===== config.mk =====
export PLATFORM = sky130hd
export DESIGN_NAME = dmem_arbiter
export DESIGN_NICKNAME = d
export VERILOG_FILES = /design/src/rtl/scp_arb_pkg.sv /design/src/rtl/dmem_arb_pick.sv /design/src/rtl/dmem_arbiter.sv
export SDC_FILE = /design/constraint.sdc
export NUM_CORES = 1
export LEC_CHECK = 0
export ABC_AREA = 1
export CAP_MARGIN = 20
export CORE_AREA = 2 2 107 109
export CTS_CLUSTER_SIZE = 10
export DETAILED_ROUTE_END_ITERATION = 8
export DIE_AREA = 0 0 109 111
export SLEW_MARGIN = 5
export SYNTH_ARGS = -nofsm -noshare
export SYNTH_HDL_FRONTEND = slang
export SYNTH_SLANG_ARGS = --single-unit

===== constraint.sdc =====
create_clock -name clk -period 1.4 [get_ports clk]
set_input_delay 0.28 -clock clk [delete_from_list [all_inputs] [get_ports clk]]
set_output_delay 0.28 -clock clk [all_outputs]
set_load 0.05 [all_outputs]

===== src/rtl/scp_arb_pkg.sv =====
// scp_arb_pkg: shared types and requester indices for the data-memory arbiter.
package scp_arb_pkg;
  typedef enum logic {IDLE, RESP} arb_state_e;
  localparam int REQ_CORE = 0;
  localparam int REQ_HOST = 1;
  localparam int NUM_REQ  = 2;
endpackage


===== src/rtl/dmem_arb_pick.sv =====
// dmem_arb_pick: combinational 2-way picker; round-robin when DMEM_ARB_RR_EN is defined, else core-first.
module dmem_arb_pick
  import scp_arb_pkg::*;
(
  input  logic [NUM_REQ-1:0] valid,
`ifdef DMEM_ARB_RR_EN
  input  logic               last_grant,
`endif
  output logic [NUM_REQ-1:0] gnt,
  output logic               idx
);
`ifdef DMEM_ARB_RR_EN
  assign idx = &valid ? ~last_grant : ~valid[REQ_CORE];
`else
  assign idx = ~valid[REQ_CORE];
`endif
  assign gnt = ~|valid ? '0 : (idx ? 2'b10 : 2'b01);
endmodule


===== src/rtl/dmem_arbiter.sv =====
// dmem_arbiter: shares the data memory between core (0) and host loader (1), one access per two cycles.
// Policy macro: DMEM_ARB_RR_EN selects round-robin; default is fixed core priority.
module dmem_arbiter
  import scp_arb_pkg::*;
#(
  parameter int ADDR_W = 32,
  parameter int DATA_W = 32
) (
  input  logic                             clk,
  input  logic                             reset,
  input  logic [NUM_REQ-1:0]               req_valid,
  output logic [NUM_REQ-1:0]               req_ready,
  input  logic [NUM_REQ-1:0]               req_we,
  input  logic [NUM_REQ-1:0][ADDR_W-1:0]   req_addr,
  input  logic [NUM_REQ-1:0][DATA_W-1:0]   req_wdata,
  input  logic [NUM_REQ-1:0][DATA_W/8-1:0] req_be,
  output logic [NUM_REQ-1:0]               rsp_valid,
  output logic [DATA_W-1:0]                rsp_rdata,
  output logic                             rsp_err,
  output logic                             mem_en,
  output logic                             mem_we,
  output logic [ADDR_W-1:0]                mem_addr,
  output logic [DATA_W-1:0]                mem_wdata,
  output logic [DATA_W/8-1:0]              mem_be,
  input  logic [DATA_W-1:0]                mem_rdata
);
  arb_state_e         state, state_n;
  logic               grant_q, we_q, err_q, g, grant, ok, rsp;
  logic [NUM_REQ-1:0] gnt_oh;
`ifdef DMEM_ARB_RR_EN
  logic               last_grant;
  dmem_arb_pick u_pick (.valid(req_valid), .last_grant(last_grant), .gnt(gnt_oh), .idx(g));
`else
  dmem_arb_pick u_pick (.valid(req_valid), .gnt(gnt_oh), .idx(g));
`endif
  always_comb begin
    grant     = reset && state == IDLE && |req_valid;
    ok        = grant && req_addr[g][1:0] == 2'b00;
    state_n   = (state == IDLE && |req_valid) ? RESP : IDLE;
    req_ready = grant ? gnt_oh : '0;
    mem_en    = ok;
    mem_we    = ok && req_we[g];
    mem_addr  = ok ? {req_addr[g][ADDR_W-1:2], 2'b00} : '0;
    mem_wdata = ok ? req_wdata[g] : '0;
    mem_be    = ok ? req_be[g] : '0;
    // a response cut short by reset is suppressed rather than delivered
    rsp       = reset && state == RESP;
    rsp_valid = rsp ? (grant_q ? 2'b10 : 2'b01) : '0;
    rsp_err   = rsp && err_q;
    rsp_rdata = (rsp && !we_q && !err_q) ? mem_rdata : '0;
  end
  always_ff @(posedge clk) begin
    if (!reset) begin
      state   <= IDLE;
      grant_q <= 1'b0;
      we_q    <= 1'b0;
      err_q   <= 1'b0;
`ifdef DMEM_ARB_RR_EN
      last_grant <= 1'(REQ_HOST);
`endif
    end else begin
      state <= state_n;
      if (grant) begin
        grant_q <= g;
        we_q    <= req_we[g];
        err_q   <= req_addr[g][1:0] != 2'b00;
`ifdef DMEM_ARB_RR_EN
        last_grant <= g;
`endif
      end
    end
  end
endmodule


==> results_dict.tcl, run 1 <==
set metrics [dict create \
    run_status "finished, violations left" \
    violations "negative setup slack" \
    grt_use_total_pct 16.7 \
    layout_common_cells "clkdlybuf4s50_1 (166), buf_12 (113), nor2_4 (104), mux2i_1 (66), inv_1 (38)" \
    die_h_um 111 \
    initialDrtViolationCount 37 \
    numPortBuffers 278 \
    gp_congestion 0.787 \
    cap_viol_max_count 0 \
    core_area_mm2 0.0111 \
    startpoint_type "flop" \
    antenna_left 0 \
    cts_tree "yes" \
    antenna_found_initial 0 \
    routedWlPerCell_um 14.6 \
    clock_skew_ns 0.000884 \
    crit_fanout 6 \
    holdBufCountCts 0 \
    slew_violations 0 \
    leakage_nw 2.89 \
    postSynthCellCount 262 \
    grt_max_degree 31 \
    yosys.area_share.simple_pct 31.1 \
    setup_ws_ns -0.325 \
    dr.pass1.iters 4 \
    grt_pass1_vias 3137 \
    cp_slowest_cell "dfxtp_2" \
    die_area_mm2 0.0121 \
    num_vias 2924 \
    path_clk_slew_ns 0.03 \
    clock-root-buffer "clkbuf_16" \
    io-pin-count 281 \
    synthFlopType "dfxtp_1" \
    place_area_mm2 0.00649 \
    areaGrowthSynthToFinish_pct 358 \
    cp_cell_sequence "buf_4 > nand2_2 > nor2_4 > nand2_4 > clkbuf_16 > nor2_4 > buf_12" \
    dp_hpwl_um 8830 \
    fmax_mhz 580 \
    hold_viol_final 0 \
    synthXorXnorAreaFrac_pct 0 \
    clkLatencyLatePin_ns 0.22 \
    dp_cells 696 \
    fin_cells 716 \
    grt_pass1_wl_um 16100 \
    crit_buf_inv 3 \
    critPathMaxStageDelay_ns 0.33 \
    required_ns 1.12 \
    synthAdderAreaFrac_pct 0 \
    synth_top_family_by_area "multiplexers" \
    min_period_ns 1.73 \
    crit_path_end_kind "primary output" \
    tns_ns -30.72 \
    cts_max_path_buffers 2 \
    num_antenna_cells 0 \
    holdCritPathClass "reg2reg" \
    stdcell_area_mm2 0.00700 \
    drc 0 \
    ys_ff_latch 4 \
    arrival_ns 1.45 \
    power_density_mw_per_mm2 354 \
    syn-cell-area_mm2 0.00153 \
    crit_family "buffers and inverters" \
    synth_mux_area_share_pct 43.2 \
    initial_core_util_pct 13.8 \
    synth_edf_count 0 \
    final_util_pct 63.2 \
    ir_drop_v 0.000309 \
    setup_viol 103 \
    viasPerCell 4.08 \
    h-tree-depth 1 \
    ys_types 16 \
    hold_ws_ns 0.512 \
    die_w_um 109 \
    gr-total-overflow 0 \
    drive_gt1_share_pct 49.2 \
    rsz0062_at_grt "yes" \
    final_common_cell "clkdlybuf4s50_1" \
    worst_path_most_repeated_cell "nor2_4" \
    synth_compound_area_share_pct 1.31 \
    ys_warn_count 0 \
    cts_num_sinks 4 \
    seq_area_frac_synth_pct 5.24 \
    async_flop_share_pct 0 \
    finalCritPeriodShare_pct 123 \
    avgSynthCellArea_um2 5.83 \
    critPathKind "reg2out" \
    rows 39 \
    finalNetCount 749 \
    drt-total-wl_um 10400 \
    numCtsBuffers 3 \
]
[timing repair]
| action | CTS | global route |
|---|---|---|
| gates resized for setup | 57 | 7 |
| endpoints found under the hold margin | 0 | 0 |
| pin swaps | 20 | 8 |
| buffers inserted | 9 | 1 |
| cloned | 6 | 1 |
| endpoints found under the setup margin | 106 | 104 |
[state kept, by name, summed over array words and instances (netlist names)]
register and flops:
we_q 1, err_q 1, grant_q 1, state 1
[report_power, final]
part,internal [mW],switching [mW]
registers,0.124,0.00614
clock network,0.364,0.0762
logic,1.03,0.871
[worst paths after layout]
kind / startpoint / to / slack [ns] / cells after the start
worst max-delay path: state$_SDFF_PN0_ / rsp_rdata[22] / -0.33 / 7
worst min-delay path: we_q$_SDFFE_PN0P_ / we_q$_SDFFE_PN0P_ / 0.51 / 2
worst max register to register: state$_SDFF_PN0_ / we_q$_SDFFE_PN0P_ / 0.05 / 10
worst min register to register: we_q$_SDFFE_PN0P_ / we_q$_SDFFE_PN0P_ / 0.51 / 2
[cells in the mapped netlist, types with 3 or more instances]
| library cell | instances | share of area (%) |
|---|---|---|
| nor2_1 | 107 | 26 |
| dfxtp_1 | 4 | 5.2 |
| mux2i_1 | 66 | 43 |
| nand2_1 | 15 | 3.7 |
| buf_4 | 6 | 2.9 |
| inv_1 | 41 | 10 |
| clkbuf_1 | 3 | 0.74 |
| buf_2 | 8 | 2.6 |
| buf_6 | 3 | 2.2 |
| a21oi_1 | 3 | 0.98 |
[worst min-delay path: stages, from the launching register on]
cell and delay [ns]:
dfxtp_1 0.32, nand2_1 0.09, a21oi_2 0.05
[cell families (layout without fill, tap and decap cells)]
logic type | count (synthesis) | after routing
buffers and inverters | 62 | 371
other | 1 | 2
AND/OR/NAND/NOR | 125 | 126
multiplexers | 66 | 66
AO/OA/AOI/OAI | 4 | 4
flip-flops | 4 | 4
[final cells by class]
cell class / instances / area, um2
repair buffers: 326 / 4470
fillers: 847 / 4080
multi-input cells: 198 / 2040
well taps: 143 / 179
inverters: 42 / 164
flip-flops and latches: 4 / 81.3
clock buffers: 3 / 75.1
[layer usage]
metal | wire length (um) | share of wire [%] | track usage (%) | vias to the layer above
met4 | 108 | 1.0 | 2.22 | 0
met3 | 1210 | 12 | 5.53 | 8
li1 | - | - | - | 1432
met1 | 3370 | 32 | 16.6 | 1316
met2 | 5740 | 55 | 33.2 | 168
met5 | 0 | 0 | 0 | -
[per-stage QoR]
| stage | power [mW] | setup slack, ns |
|---|---|---|
| floorplan | 0.944 | -0.186 |
| global placement | 1.89 | -0.663 |
| detailed placement | 1.91 | -0.681 |
| CTS | 2.49 | -0.358 |
| global route | 2.59 | -0.381 |
| finish | 2.48 | -0.325 |
(Power assumes the default switching activity.)
==> inputs of run 2 (changes only) <==
--- a/config.mk
+++ b/config.mk
@@ -11,6 +11,7 @@
 export CTS_CLUSTER_SIZE = 10
 export DETAILED_ROUTE_END_ITERATION = 8
 export DIE_AREA = 0 0 109 111
+export REMOVE_ABC_BUFFERS = 1
 export SLEW_MARGIN = 5
 export SYNTH_ARGS = -nofsm -noshare
 export SYNTH_HDL_FRONTEND = slang
==> run 2 against run 1 <==
The flow still finishes with violations (negative setup slack). Final area down 1.0%. Sequential share of layout area about the same. Power increased by 0.61%. Count of clock-buffer cells in the layout is the same. Worst setup slack got worse by 0.028 ns. Highest routed layer unchanged. Sequential power about the same. First-iteration DRC count increased by 41%.
==> results_dict.tcl, run 2 (same netlist as run 1, synthesis figures left out) <==
set metrics [dict create \
    run_status "finished, violations left" \
    violations "negative setup slack" \
    power.total_mw 2.49 \
    rsz0062_at_grt "yes" \
    crit_path_end "mem_wdata[22]" \
    final_common_cell "clkdlybuf4s50_1" \
    io-pin-count 281 \
    fmax_mhz 570 \
    finalCritPeriodShare_pct 125 \
    core_area_mm2 0.0111 \
    drc 0 \
    rows 39 \
    grt_pass1_vias 3136 \
    setup_viol 100 \
    crit_fanout 9 \
    clkPwrFrac_pct 18.0 \
    reg2reg_to "we_q$_SDFFE_PN0P_" \
    die_h_um 111 \
    crit_path_end_kind "primary output" \
    slew_violations 0 \
    leakage_nw 2.82 \
    holdCritPathClass "reg2reg" \
    h-tree-depth 1 \
    dr.pass1.iters 4 \
    cap_viol_max_count 0 \
    r2r_cells 9 \
    clock_skew_ns 0.00124 \
    hold_viol_final 0 \
    grt_use_total_pct 16.5 \
    drt-total-wl_um 11500 \
    die_w_um 109 \
    cts_tree "yes" \
    cts_num_sinks 4 \
    gr-total-overflow 0 \
    dp_hpwl_um 8100 \
    startpoint "state$_SDFF_PN0_" \
    initialDrtViolationCount 52 \
    numCtsBuffers 3 \
    grt_max_degree 36 \
    clkLatencyLatePin_ns 0.23 \
    startpoint_type "flop" \
    gp_congestion 0.813 \
    layout_common_cells "clkdlybuf4s50_1 (166), buf_12 (110), nor2_4 (102), mux2i_1 (60), inv_1 (39)" \
    holdBufCountCts 0 \
    die_area_mm2 0.0121 \
    p_sw_uw 981 \
    initial_core_util_pct 13.8 \
    setup_ws_ns -0.353 \
    path_clk_slew_ns 0.03 \
    drive_gt1_share_pct 48.4 \
    min_period_ns 1.75 \
    ir_drop_v 0.000544 \
    num_vias 2933 \
    arrival_ns 1.47 \
    grt_pass1_wl_um 15800 \
    regToRegSetupSlack_ns 0.19 \
    p_comb_share_pct 76.7 \
    numPortBuffers 278 \
    reg2reg_from "state$_SDFF_PN0_" \
    num_antenna_cells 0 \
    power_frac_seq_pct 5.2 \
    routedWlPerCell_um 16.3 \
    antenna_found_initial 0 \
    viasPerCell 4.16 \
    cts_max_path_buffers 2 \
    required_ns 1.12 \
    areaGrowthSynthToFinish_pct 354 \
    power.share.switching_pct 39.4 \
    finalNetCount 738 \
    clock-root-buffer "clkbuf_16" \
    p_int_mw 1.51 \
    power_density_mw_per_mm2 359 \
    antenna_left 0 \
    critPathKind "reg2out" \
    tns_ns -30.11 \
]
run 2: layer usage:
layer  vias to the layer above  GRT usage, %  share of wire (%)
met1                      1347          17.1                 34
met2                       171          32.3                 54
met4                         0          2.39               0.97
met3                         8          5.17                 11
li1                       1407             -                  -
met5                         -             0                  0
run 2: metrics by stage:
| step | cell area (um2) | hold slack, ns | setup WS (ns) | cells | util, % |
|---|---|---|---|---|---|
| floorplan | 1400 | 0.444 | -0.754 | 243 | - |
| global route | 6930 | 0.499 | -0.413 | 705 | 62.6 |
| global placement | 5640 | 0.452 | -0.616 | 686 | 50.9 |
| CTS | 6490 | 0.463 | -0.401 | 696 | 58.6 |
| finish | 6930 | 0.481 | -0.353 | 705 | 62.6 |
| detailed placement | 5640 | 0.458 | -0.614 | 686 | 50.9 |
run 2: area by class of cell:
type	instances	area (um2)
Timing Repair Buffer	315	4390
Fill cell	837	4150
Multi-Input combinational cell	198	2050
Tap cell	143	179
Inverter	42	163
Sequential cell	4	81.3
Clock buffer	3	75.1
run 2: worst min path at each step:
stage                            startpoint           endpoint  slack (ns)  cells after the start
after floorplan           we_q$_SDFFE_PN0P_  we_q$_SDFFE_PN0P_        0.44                      2
after global placement    we_q$_SDFFE_PN0P_  we_q$_SDFFE_PN0P_        0.45                      2
after detailed placement  we_q$_SDFFE_PN0P_  we_q$_SDFFE_PN0P_        0.46                      2
after CTS                 we_q$_SDFFE_PN0P_  we_q$_SDFFE_PN0P_        0.46                      2
after global routing      we_q$_SDFFE_PN0P_  we_q$_SDFFE_PN0P_        0.50                      2
final                     we_q$_SDFFE_PN0P_  we_q$_SDFFE_PN0P_        0.48                      2
run 2: worst max-delay path, cell delays in order (launching register included):
cell	delay [ns]
dfxtp_2	0.32
inv_2	0.06
nand2_4	0.05
nor2_4	0.09
buf_12	0.13
nand2_8	0.10
buf_16	0.18
nor2_4	0.14
buf_12	0.14
run 2: timing repair:
action / in CTS / in global routing
cloned: 4 / 8
buffers inserted: 3 / 2
pin swaps: 21 / 35
resized for setup: 195 / 63
endpoints found under the hold margin: 0 / 0
endpoints found under the setup margin: 105 / 104
run 2: power by group through the flow:
stage / logic [mW] / registers [mW] / clock network, mW
2_1_floorplan: 0.524 / 0.128 / 0
3_3_place_gp: 1.53 / 0.129 / 0
3_5_place_dp: 1.54 / 0.129 / 0
4_1_cts: 1.78 / 0.129 / 0.458
5_1_grt: 2.00 / 0.131 / 0.476
6_report: 1.91 / 0.130 / 0.450
==> inputs of run 3 (changes only) <==
--- a/config.mk
+++ b/config.mk
@@ -11,6 +11,7 @@
 export CTS_CLUSTER_SIZE = 10
 export DETAILED_ROUTE_END_ITERATION = 8
 export DIE_AREA = 0 0 109 111
+export RECOVER_POWER = 50
 export REMOVE_ABC_BUFFERS = 1
 export SLEW_MARGIN = 5
 export SYNTH_ARGS = -nofsm -noshare
==> results of run 3 <==
Final layout, timing and power as in run 2 (identical DEF).
